**src/rtl/scan_sequencer_pkg.sv**
```systemverilog
// Shared state enumeration and decoder-enable constants for the scan sequencer.
package scan_pkg;

  typedef enum logic [1:0] {
    IDLE = 2'd0,
    SCAN = 2'd1,
    HOLD = 2'd2
  } state_t;

  localparam logic [1:0] ENA_ON  = 2'b10;
  localparam logic [1:0] ENA_OFF = 2'b00;

endpackage

```
**src/rtl/scan_sequencer_if.sv**
```systemverilog
// Control/status bundle between a scan sequencer and whoever drives it.
interface scan_sequencer_if;

  logic       iStart;
  logic       iStop;
  logic       iHold;
  logic [2:0] iLast;
  logic [2:0] oData;
  logic [1:0] oEna;
  logic       oWrap;
  logic       oBusy;

  modport master (
    output iStart, iStop, iHold, iLast,
    input  oData, oEna, oWrap, oBusy
  );

  modport slave (
    input  iStart, iStop, iHold, iLast,
    output oData, oEna, oWrap, oBusy
  );

endinterface

```
**src/rtl/scan_prescaler.sv**
```systemverilog
// Step prescaler: counts 0..DIV-1 and flags the last count as the step tick.
// With SCAN_BLANK_EN defined it also predicts whether the next cycle is a tick.
module scan_prescaler #(
  parameter int DIV   = 4,
  parameter int CNT_W = 16
) (
  input  logic clk,
  input  logic rst,
  input  logic clear,
  input  logic hold,
  output logic tick,
  output logic blankNext
);

  localparam logic [CNT_W-1:0] LAST_CNT = CNT_W'(DIV - 1);

  logic [CNT_W-1:0] count;

  always_ff @(posedge clk) begin
    if (rst || clear) begin
      count <= '0;
    end else if (!hold) begin
      count <= tick ? '0 : count + CNT_W'(1);
    end
  end

  assign tick = (count == LAST_CNT);

`ifdef SCAN_BLANK_EN
  // Lets the owner register its enable one cycle ahead so the blank lines up with the tick.
  assign blankNext = !rst && !clear && (hold ? tick : (count + CNT_W'(1) == LAST_CNT));
`else
  assign blankNext = 1'b0;
`endif

endmodule

```
**src/rtl/scan_sequencer.sv**
```systemverilog
// Display digit scan sequencer: steps a 3-bit select index 0..last every DIV clocks.
// Define SCAN_BLANK_EN to blank the decoder during each step-tick cycle.
module scan_sequencer
  import scan_pkg::*;
#(
  parameter int DIV   = 4,
  parameter int CNT_W = 16
) (
  input logic              clk,
  input logic              rst,
  scan_sequencer_if.slave  bus
);

  state_t     state;
  state_t     stateNext;
  logic [2:0] lastQ;
  logic [2:0] data;
  logic [1:0] ena;
  logic       wrap;
  logic       busy;

  logic       tick;
  logic       blankNext;
  logic       step;
  logic       preClear;
  logic       preHold;

  scan_prescaler #(
    .DIV   (DIV),
    .CNT_W (CNT_W)
  ) uPrescaler (
    .clk       (clk),
    .rst       (rst),
    .clear     (preClear),
    .hold      (preHold),
    .tick      (tick),
    .blankNext (blankNext)
  );

  // Stop beats hold, and a start that coincides with stop is treated as no start.
  always_comb begin
    stateNext = state;
    case (state)
      IDLE: if (bus.iStart && !bus.iStop) stateNext = SCAN;
      SCAN: begin
        if (bus.iStop)      stateNext = IDLE;
        else if (bus.iHold) stateNext = HOLD;
      end
      HOLD: begin
        if (bus.iStop)       stateNext = IDLE;
        else if (!bus.iHold) stateNext = SCAN;
      end
      default: stateNext = IDLE;
    endcase
  end

  // A hold request freezes the prescaler and index at the very edge it is sampled.
  assign step     = (state == SCAN) && tick && !bus.iStop && !bus.iHold;
  assign preClear = (state == IDLE) || (stateNext == IDLE);
  assign preHold  = (state == HOLD) || bus.iHold;

  always_ff @(posedge clk) begin
    if (rst) begin
      state <= IDLE;
      lastQ <= '0;
      data  <= '0;
      ena   <= ENA_OFF;
      wrap  <= 1'b0;
      busy  <= 1'b0;
    end else begin
      state <= stateNext;
      busy  <= (stateNext != IDLE);
      wrap  <= step && (data == lastQ);

      if (state == IDLE && stateNext == SCAN) begin
        lastQ <= bus.iLast;
      end

      if (stateNext == IDLE) begin
        data <= '0;
      end else if (step) begin
        data <= (data == lastQ) ? 3'd0 : data + 3'd1;
      end

      if (stateNext == IDLE) begin
        ena <= ENA_OFF;
      end else if (stateNext == SCAN && blankNext) begin
        ena <= ENA_OFF;
      end else begin
        ena <= ENA_ON;
      end
    end
  end

  assign bus.oData = data;
  assign bus.oEna  = ena;
  assign bus.oWrap = wrap;
  assign bus.oBusy = busy;

endmodule
```
**src/flat_wrapper.sv**
```systemverilog
// flat-port wrapper written by rule: the top's interface ports become plain ports
module scan_sequencer_flat import scan_pkg::*;
#(
  parameter int DIV   = 4,
  parameter int CNT_W = 16
)
  (clk, rst, bus_iStart, bus_iStop, bus_iHold, bus_iLast, bus_oData, bus_oEna, bus_oWrap, bus_oBusy);
  scan_sequencer_if bus_i ();
  input logic clk;
  input logic rst;
  input wire logic [$bits(bus_i.iStart)-1:0] bus_iStart;
  input wire logic [$bits(bus_i.iStop)-1:0] bus_iStop;
  input wire logic [$bits(bus_i.iHold)-1:0] bus_iHold;
  input wire logic [$bits(bus_i.iLast)-1:0] bus_iLast;
  output wire logic [$bits(bus_i.oData)-1:0] bus_oData;
  output wire logic [$bits(bus_i.oEna)-1:0] bus_oEna;
  output wire logic [$bits(bus_i.oWrap)-1:0] bus_oWrap;
  output wire logic [$bits(bus_i.oBusy)-1:0] bus_oBusy;
  assign bus_i.iStart = bus_iStart;
  assign bus_i.iStop = bus_iStop;
  assign bus_i.iHold = bus_iHold;
  assign bus_i.iLast = bus_iLast;
  assign bus_oData = bus_i.oData;
  assign bus_oEna = bus_i.oEna;
  assign bus_oWrap = bus_i.oWrap;
  assign bus_oBusy = bus_i.oBusy;
  scan_sequencer #(.DIV(DIV), .CNT_W(CNT_W)) u_core (.clk(clk), .rst(rst), .bus(bus_i));
endmodule
```
**config.mk**
```make
export PLATFORM = sky130hd
export DESIGN_NAME = scan_sequencer_flat
export DESIGN_NICKNAME = d
export VERILOG_FILES = /design/src/rtl/scan_sequencer_pkg.sv /design/src/rtl/scan_sequencer_if.sv /design/src/rtl/scan_prescaler.sv /design/src/rtl/scan_sequencer.sv /design/src/flat_wrapper.sv
export SDC_FILE = /design/constraint.sdc
export NUM_CORES = 1
export LEC_CHECK = 0
export CORE_MARGIN = 8
export CORE_UTILIZATION = 36
export CTS_CLUSTER_DIAMETER = 50
export DETAILED_ROUTE_END_ITERATION = 6
export PLACE_DENSITY = 0.58
export SKIP_CTS_REPAIR_TIMING = 1
export SLEW_MARGIN = 20
export SYNTH_ARGS = -nofsm -noshare
export SYNTH_HDL_FRONTEND = slang
export SYNTH_SLANG_ARGS = --single-unit
```
**constraint.sdc**
```tcl
create_clock -name clk -period 1.9 [get_ports clk]
set_input_delay 0.38 -clock clk [delete_from_list [all_inputs] [get_ports clk]]
set_output_delay 0.38 -clock clk [all_outputs]
set_load 0.05 [all_outputs]
```
==> impl_metrics.csv, run 1 <==
group,metric,value,unit
outcome,status,"finished clean",
cells_and_area,diodes,0,
sta,fmax,540,MHz
route,totalWireLength,2790,um
clock_tree,cts_tree,"yes",
cells_and_area,layout-drive-gt1-share,0.157,
logic_synthesis,ys.flop_type,"dfxtp_1",
logic_synthesis,ys_warn_count,0,
floorplan,core_area,3360,um^2
logic_synthesis,yosysTopAreaCellShare,0.413,
route,drc,0,
floorplan,ioPinCount,15,
global_routing,antenna_found_initial,0,
critical_path,rr_endpoint,"u_core.bus.oData[0]",
placement,gp_congestion,0.732,
worst_hold_path,hold_class,"reg -> reg",
logic_synthesis,synth-edff-count,0,
logic_synthesis,synth_cells,148,
clock_tree,path_clk_slew,0.14,ns
flow_run,drv_cap,0,
logic_synthesis,synth_nets,158,
route,final_antenna_net_count,0,
sta,worst_slack,0.0479,ns
critical_path,worstPathArrival,1.47,ns
critical_path,max_stage_delay,0.80,ns
logic_synthesis,syn_area,1260,um^2
logic_synthesis,ys_seq_elements,26,
sta,tightest_slew,0.520,ns
critical_path,r2r_slack,0.14,ns
clock_tree,clockBufferDepth,2,
worst_hold_path,worstHoldStart,"u_core.uPrescaler.count[15]",
logic_synthesis,synth_most_common_cell,"dfxtp_1",
sta,setup_viol,0,
floorplan,die_area,5650,um^2
critical_path,cp_slowest_cell,"clkdlybuf4s50_1",
worst_hold_path,min_to,"u_core.uPrescaler.count[15]",
critical_path,r2r-start,"u_core.uPrescaler.count[0]",
cells_and_area,fillers,348,
route,drt_iter0_drc,111,
clock_tree,cts-buffers-inserted,3,
cells_and_area,multi_input_area,712,um^2
power,ir_drop,231,uV
logic_synthesis,yosysSeqAreaShare,0.413,
sta,finalHoldViolations,0,
logic_synthesis,yosys.area.top_type,"dfxtp_1",
sta,min_period,1.85,ns
critical_path,crit_start,"u_core.bus.oWrap",
placement,detailed_place_hpwl,2130,um
power,p_leak,0.000530,uW
critical_path,critical-path-top-delay-family,"buffers and inverters",
clock_tree,clock_sinks,26,
worst_hold_path,whs_path_depth,2,
cells_and_area,final_nets,183,
floorplan,die_x,75.2,um
logic_synthesis,syn_area_per_cell,8.51,um^2
sta,timing.hold.ws,0.520,ns
global_routing,grt_pass1_wl,4770,um
sta,rsz0062_at_grt,"no",
clock_tree,insertion_delay,0.33,ns
critical_path,critPathKind,"reg -> out",
placement,place_ws,-0.223,ns
power,powerDensity,587,nW/um^2
logic_synthesis,async_reset_ff_frac,0,
logic_synthesis,synthTopCellsByCount,"dfxtp_1 (26), a21oi_1 (15), o21ai_0 (12)",
global_routing,grt_usage,0.108,
critical_path,end_kind,"output pin",
placement,io_buffers,13,
critical_path,rr_worst_depth,5,
critical_path,cp-start-kind,"flip-flop",
clock_tree,cts_max_level,1,
route,wl_per_cell,12.8,um
global_routing,grt_pass1_vias,1098,
logic_synthesis,synth.area.top_cells,"dfxtp_1 (41%), xnor2_1 (6.3%), a21oi_1 (6.0%)",
logic_synthesis,ys_types,33,
route,num_vias,1140,
critical_path,critPathMaxFanout,1,
cells_and_area,regArea,520,um^2
sta,final.setup_skew,0.0113,ns
critical_path,cp_cell_sequence,"clkdlybuf4s50_1",
clock_tree,root_buffer,"clkbuf_4",
route,via_per_inst,5.23,
route,drt_pass1_iterations,4,
floorplan,die_h,75.2,um
critical_path,crit_buf_inv,1,
critical_path,worstPathRequired,1.52,ns
floorplan,rows,21,
floorplan,start_util,0.375,
sta,slew_violations,0,
placement,dpl_cell_area,1520,um^2
global_routing,grt.overflow.total,0,
global_routing,grt_max_degree,15,
sta,maxSlewHeadroom,0.651,
sta,timing.final.crit_share,0.975,
sta,fin_setup_tns,0,ns
cells_and_area,areaGrowthSynthToFinish,24.9,%
cells_and_area,fin_area,1570,um^2
[worst register-to-register path: stages, from the launching register on]
cell     delay (ns)
dfxtp_1        0.36
ha_1           0.18
nor4b_4        0.19
nand4_1        0.16
or4b_2         0.67
a21oi_1        0.15
[worst max path at each step]
| stage | depth (start not counted) | to |
|---|---|---|
| 2_1_floorplan | 5 | u_core.bus.oData[0] |
| 3_3_place_gp | 4 | u_core.bus.oData[0] |
| 3_5_place_dp | 4 | u_core.uPrescaler.count[10] |
| 4_1_cts | 1 | bus_oBusy |
| 5_1_grt | 1 | bus_oWrap |
| 6_report | 1 | bus_oWrap |
[report_power, final]
group | switching (uW) | total (uW) | internal (uW)
Sequential | 5.01 | 556 | 551
Clock | 165 | 283 | 118
Combinational | 42.9 | 84.7 | 41.8
Total | 213 | 924 | 710
[logic make-up after synthesis]
family	synth area share
and+or+nand+nor	0.308
AOI/OAI and AO/OA	0.130
DFF	0.413
buffers and inverters	0.0397
xor gates and xnor gates	0.0626
muxes	0.0238
adders and majority gates	0.0199
other	0.00298
[through the flow]
| stage | instances | utilization | total power, uW |
|---|---|---|---|
| after CTS | 218 | 0.462 | 935 |
| final | 218 | 0.468 | 924 |
| after global routing | 218 | 0.468 | 968 |
| after detailed placement | 214 | 0.451 | 653 |
| after global placement | 214 | 0.451 | 651 |
| after floorplan | 148 | - | 615 |
[layout make-up]
| cell class | count | share of cell area |
|---|---|---|
| Timing Repair Buffer | 28 | 0.153 |
| Tap cell | 46 | 0.0366 |
| Sequential cell | 26 | 0.331 |
| Clock buffer | 4 | 0.0231 |
| Multi-Input combinational cell | 112 | 0.452 |
| Inverter | 2 | 0.00477 |
[layout by cell type (no fill, tap or decap), types with 2 or more instances in the layout]
cell and instances:
dfxtp_1 26, nor4_1 4, o31ai_1 2, nand4_1 5
o21ai_0 12, nand4b_1 2, clkdlybuf4s50_1 8, a21oi_1 15
buf_4 18, nor2_1 11, inv_1 2, ha_1 2
nand2_1 7, or3_1 11, mux2i_1 3, nor3_1 4
nand3_1 5, dlymetal6s2s_1 2, xnor2_1 9, or4_1 2
nor4b_1 3, clkbuf_4 3, nor2b_1 2
[flip-flops by register name, summed over array words and instances, names as in the netlist]
name and count:
u_core.lastQ 3, u_core.bus.oData 3, u_core.state 2, u_core.bus.oWrap 1, u_core.uPrescaler.count 16, u_core.bus.oEna 1
[routing by layer]
layer | track usage | part of all wire
met1 | 0.130 | 0.49
met2 | 0.177 | 0.48
met4 | 0.0640 | 0.020
met3 | 0.0160 | 0.015
met5 | 0 | 0
Note: power is estimated with default switching activity, not from simulation.
==> run 2, diff against run 1 <==
Settings changed: PLACE_DENSITY 0.58 to 0.56, REMOVE_ABC_BUFFERS from default to 1.
Clock period 1.9 ns to 2 ns, I/O delays scaled along.
==> run 2 against run 1 <==
  * Flip-flop and latch count unchanged
  * Critical path depth unchanged
  * Sequential power down 4.9%
  * Routed wire length up 0.11%
  * Cell count unchanged
  * Clock power down 3%
  * Sequential share of layout area up 0.24 points
  * First-iteration DRC count down 33%
  * Global-route usage down 0.10 points
  * Via count up 3.1%
  * Register-to-register slack better by 0.06 ns
  * Critical path type unchanged
  * Largest power group unchanged
==> impl_metrics.csv, run 2 (synthesis results as in run 1) <==
group,metric,value,unit
route,totalWireLength,2790,um
worst_hold_path,hold_class,"reg -> reg",
clock_tree,path_clk_slew,0.15,ns
power,ir_drop,298,uV
floorplan,die_h,75.2,um
global_routing,antenna_found_initial,0,
floorplan,die_area,5650,um^2
cells_and_area,areaGrowthSynthToFinish,24.0,%
global_routing,use_met3,0.0386,
global_routing,use_met1,0.115,
clock_tree,insertion_delay,0.33,ns
flow_run,drv_cap,0,
critical_path,cp_slowest_cell,"clkdlybuf4s50_1",
sta,timing.final.crit_share,0.935,
clock_tree,root_buffer,"clkbuf_4",
route,num_vias,1175,
global_routing,grt_usage,0.107,
sta,slew_violations,0,
critical_path,critPathMaxFanout,2,
route,via_per_inst,5.39,
cells_and_area,largest_reg_flops,16,
clock_tree,clockBufferDepth,2,
global_routing,grt.overflow.total,0,
worst_hold_path,worstHoldStart,"u_core.uPrescaler.count[15]",
clock_tree,cts-buffers-inserted,3,
global_routing,grt_pass1_vias,1142,
sta,maxSlewHeadroom,0.658,
clock_tree,clock_sinks,26,
critical_path,worstPathArrival,1.47,ns
global_routing,grt_max_degree,15,
floorplan,core_area,3360,um^2
cells_and_area,layout-drive-gt1-share,0.134,
sta,fmax,535,MHz
outcome,status,"finished clean",
placement,gp_congestion,0.779,
critical_path,end_kind,"output pin",
sta,rsz0062_at_grt,"no",
power,p_leak,0.000528,uW
floorplan,rows,21,
route,drc,0,
route,drt_iter0_drc,74,
critical_path,cp_cell_sequence,"clkdlybuf4s50_1",
cells_and_area,diodes,0,
global_routing,grt_pass1_wl,4780,um
critical_path,crit_buf_inv,1,
critical_path,critical-path-top-delay-family,"buffers and inverters",
clock_tree,cts_max_level,1,
cells_and_area,final_cell_mix,"dfxtp_1 (26), buf_4 (16), a21oi_1 (15)",
sta,min_period,1.87,ns
cells_and_area,fin_area,1560,um^2
floorplan,ioPinCount,15,
sta,tightest_slew,0.508,ns
global_routing,gr-usage-met2,0.194,
critical_path,worstPathRequired,1.60,ns
global_routing,top_usage_layer,"met2",
sta,fin_setup_tns,0,ns
critical_path,crit_start,"u_core.bus.oEna[1]",
sta,finalHoldViolations,0,
cells_and_area,final_nets,183,
floorplan,die_x,75.2,um
cells_and_area,final_common_cell,"dfxtp_1",
critical_path,max_stage_delay,0.80,ns
power,powerDensity,565,nW/um^2
placement,detailed_place_hpwl,2160,um
placement,dpl_cell_area,1520,um^2
clock_tree,cts_tree,"yes",
sta,timing.hold.ws,0.524,ns
sta,setup_viol,0,
critical_path,critPathKind,"reg -> out",
placement,io_buffers,13,
sta,final.setup_skew,0.00508,ns
route,drt_pass1_iterations,4,
cells_and_area,largest-register,"u_core.uPrescaler.count",
critical_path,r2r-start,"u_core.uPrescaler.count[3]",
route,final_antenna_net_count,0,
floorplan,start_util,0.375,
cells_and_area,fillers,371,
route,wl_per_cell,12.8,um
critical_path,cp-start-kind,"flip-flop",
-- run 2: cell count changes in the layout (fill, tap and decap cells not counted), sizes merged --
cell	change
buf	-2
clkdlybuf4s50	+2
-- run 2: worst reg2reg max path, cell delays in order (launching register included) --
cell and delay (ns):
dfxtp_1 0.46, nand4_1 0.17, or4_1 0.61, or3_1 0.36, a21oi_1 0.15
-- run 2: where the power goes --
group          internal [uW]  switching [uW]  leakage (uW)
registers                524            4.97      0.000210
logic                   39.8            40.7      0.000297
clock network            111             162     0.0000210
-- run 2: routing by layer --
metal  wire, um  share of wire
met1       1220           0.44
met2       1430           0.51
met3        115          0.041
met4         22         0.0079
met5          0              0
-- run 2: worst paths after layout --
path | end | slack, ns | cells past startpoint
setup / recovery | bus_oBusy | 0.13 | 1
hold reg to reg | u_core.uPrescaler.count[15] | 0.52 | 2
setup reg to reg | u_core.uPrescaler.count[9] | 0.20 | 4
hold / removal | u_core.uPrescaler.count[15] | 0.52 | 2
-- run 2: layout make-up --
cell class / instances / area [um^2] / share of cell area
multi-input cells: 112 / 696 / 0.445
flip-flops and latches: 26 / 520 / 0.333
repair buffers: 28 / 245 / 0.157
well taps: 46 / 57.6 / 0.0368
clock buffers: 4 / 36.3 / 0.0232
inverters: 2 / 7.51 / 0.00480
-- run 2: metrics by stage --
step	instances	util	setup slack, ns	power, uW
6_report	218	0.465	0.129	883
2_1_floorplan	140	-	-0.142	577
4_1_cts	218	0.461	-0.00248	892
3_5_place_dp	214	0.451	-0.208	621
3_3_place_gp	214	0.451	-0.133	620
5_1_grt	218	0.465	0.0630	918
==> run 3, diff against run 2 <==
Settings changed: REMOVE_ABC_BUFFERS 1 to default, TNS_END_PERCENT from default to 10.
==> run 3 against run 2 <==
  * Fmax increased by 0.28%
  * Final area is 1.4% lower
  * Via count shrank 5.9%
  * Worst hold slack got worse by 0.011 ns
  * Register-to-register slack worse by 0.03 ns
  * Largest cell class unchanged
  * Cell count decreased by 1.4%
  * Count of clock-buffer cells in the layout unchanged
==> impl_metrics.csv, run 3 (synthesis results as in run 1) <==
group,metric,value,unit
outcome,status,"finished clean",
cells_and_area,final_common_cell,"dfxtp_1",
clock_tree,clock_sinks,26,
floorplan,start_util,0.375,
sta,rsz0062_at_grt,"no",
critical_path,crit_start,"u_core.bus.oEna[1]",
route,wl_per_cell,12.1,um
cells_and_area,layout-drive-gt1-share,0.118,
clock_tree,path_clk_slew,0.14,ns
power,pwr-share-clk,0.305,
route,drt_iter0_drc,44,
clock_tree,cts_tree,"yes",
critical_path,max_stage_delay,0.80,ns
global_routing,grt_usage,0.105,
clock_tree,root_buffer,"clkbuf_4",
power,switching_power,198,uW
clock_tree,clockBufferDepth,2,
floorplan,die_area,5650,um^2
route,drt_pass1_iterations,4,
global_routing,grt_max_degree,15,
power,p_sw_frac,0.228,
global_routing,grt_pass1_vias,1087,
clock_tree,insertion_delay,0.32,ns
sta,tightest_slew,0.540,ns
cells_and_area,post-route-util,0.458,
sta,slew_violations,0,
critical_path,critPathMaxFanout,2,
critical_path,cp-start-kind,"flip-flop",
critical_path,r2r-start,"u_core.state[0]",
cells_and_area,fillers,363,
critical_path,critPathKind,"reg -> out",
route,num_vias,1106,
placement,io_buffers,13,
worst_hold_path,worstHoldStart,"u_core.uPrescaler.count[15]",
global_routing,grt.overflow.total,0,
power,ir_drop,233,uV
route,drc,0,
floorplan,ioPinCount,15,
global_routing,gr-usage-met2,0.176,
clock_tree,cts_max_level,1,
power,p_comb_frac,0.088,
cells_and_area,final_cell_mix,"dfxtp_1 (26), a21oi_1 (15), buf_4 (13)",
worst_hold_path,whs_path_depth,2,
floorplan,rows,21,
floorplan,die_h,75.2,um
route,totalWireLength,2610,um
cells_and_area,regArea,520,um^2
critical_path,cp_cell_sequence,"clkdlybuf4s50_1",
global_routing,top_usage_layer,"met2",
power,powerDensity,565,nW/um^2
power,p_leak,0.000513,uW
placement,detailed_place_hpwl,2030,um
floorplan,core_area,3360,um^2
floorplan,die_x,75.2,um
sta,fmax,536,MHz
sta,final.setup_skew,0.00820,ns
clock_tree,cts-buffers-inserted,3,
critical_path,endpoint,"bus_oBusy",
sta,min_period,1.87,ns
critical_path,rr_worst_depth,4,
flow_run,drv_cap,0,
sta,timing.final.crit_share,0.933,
cells_and_area,areaGrowthSynthToFinish,22.2,%
critical_path,worstPathRequired,1.60,ns
critical_path,r2r_slack,0.17,ns
sta,fin_setup_tns,0,ns
worst_hold_path,hold_class,"reg -> reg",
sta,setup_viol,0,
placement,gp_congestion,0.732,
critical_path,rr_endpoint,"u_core.uPrescaler.count[9]",
sta,maxSlewHeadroom,0.640,
global_routing,grt_pass1_wl,4660,um
route,final_antenna_net_count,0,
cells_and_area,final_nets,180,
critical_path,critical-path-top-delay-family,"buffers and inverters",
critical_path,cp_slowest_cell,"clkdlybuf4s50_1",
route,via_per_inst,5.14,
cells_and_area,largest-register,"u_core.uPrescaler.count",
power,internal_power,672,uW
critical_path,cp_num_cells,1,
critical_path,worstPathArrival,1.47,ns
cells_and_area,diodes,0,
critical_path,end_kind,"output pin",
power,pwr-share-seq,0.607,
global_routing,antenna_found_initial,0,
cells_and_area,largest_reg_flops,16,
cells_and_area,multi_input_area,696,um^2
global_routing,use_met1,0.128,
critical_path,crit_buf_inv,1,
global_routing,use_met3,0.0213,
sta,finalHoldViolations,0,
[run 3: cell count changes in the layout (fill, tap and decap cells not counted)]
| cell | delta |
|---|---|
| buf_4 | -3 |
[run 3: worst min-delay path by stage]
stage / slack [ns] / end
3_3_place_gp: 0.48 / u_core.uPrescaler.count[15]
4_1_cts: 0.52 / u_core.uPrescaler.count[15]
5_1_grt: 0.55 / u_core.uPrescaler.count[15]
3_5_place_dp: 0.49 / u_core.uPrescaler.count[15]
6_report: 0.51 / u_core.uPrescaler.count[15]
2_1_floorplan: 0.46 / u_core.uPrescaler.count[15]
[run 3: power groups by stage]
stage / sequential (uW) / combinational (uW) / clock, uW
detailed placement: 540 / 76.9 / 0
CTS: 529 / 77.1 / 283
global route: 530 / 83.7 / 292
global placement: 540 / 75.8 / 0
floorplan: 543 / 42.1 / 0
finish: 528 / 76.5 / 265
[run 3: final cells by class]
class / instances / area share
well taps: 46 / 0.0374
clock buffers: 4 / 0.0236
repair buffers: 25 / 0.145
flip-flops and latches: 26 / 0.338
multi-input cells: 112 / 0.452
inverters: 2 / 0.00487
[run 3: per-layer routing]
layer  share of wire  vias to the layer above
met5               0                        -
met4           0.014                        0
met3           0.022                        4
met2            0.47                       12
met1            0.49                      508
li1                -                      582
[run 3: worst reg2reg max path, stage by stage, from the launching register on]
cell and delay [ns]:
dfxtp_1 0.47, nor2b_1 0.18, or4_1 0.65, or3_1 0.34
a21oi_1 0.15
[run 3: per-stage QoR]
stage | instance area, um^2 | setup WS (ns) | hold WS [ns] | std cells | power [uW]
detailed placement | 1490 | -0.137 | 0.495 | 211 | 617
CTS | 1530 | 0.00874 | 0.517 | 215 | 889
global placement | 1490 | -0.0999 | 0.476 | 211 | 616
floorplan | 1260 | 0.0903 | 0.458 | 148 | 585
global route | 1540 | 0.00749 | 0.548 | 215 | 905
finish | 1540 | 0.135 | 0.513 | 215 | 870
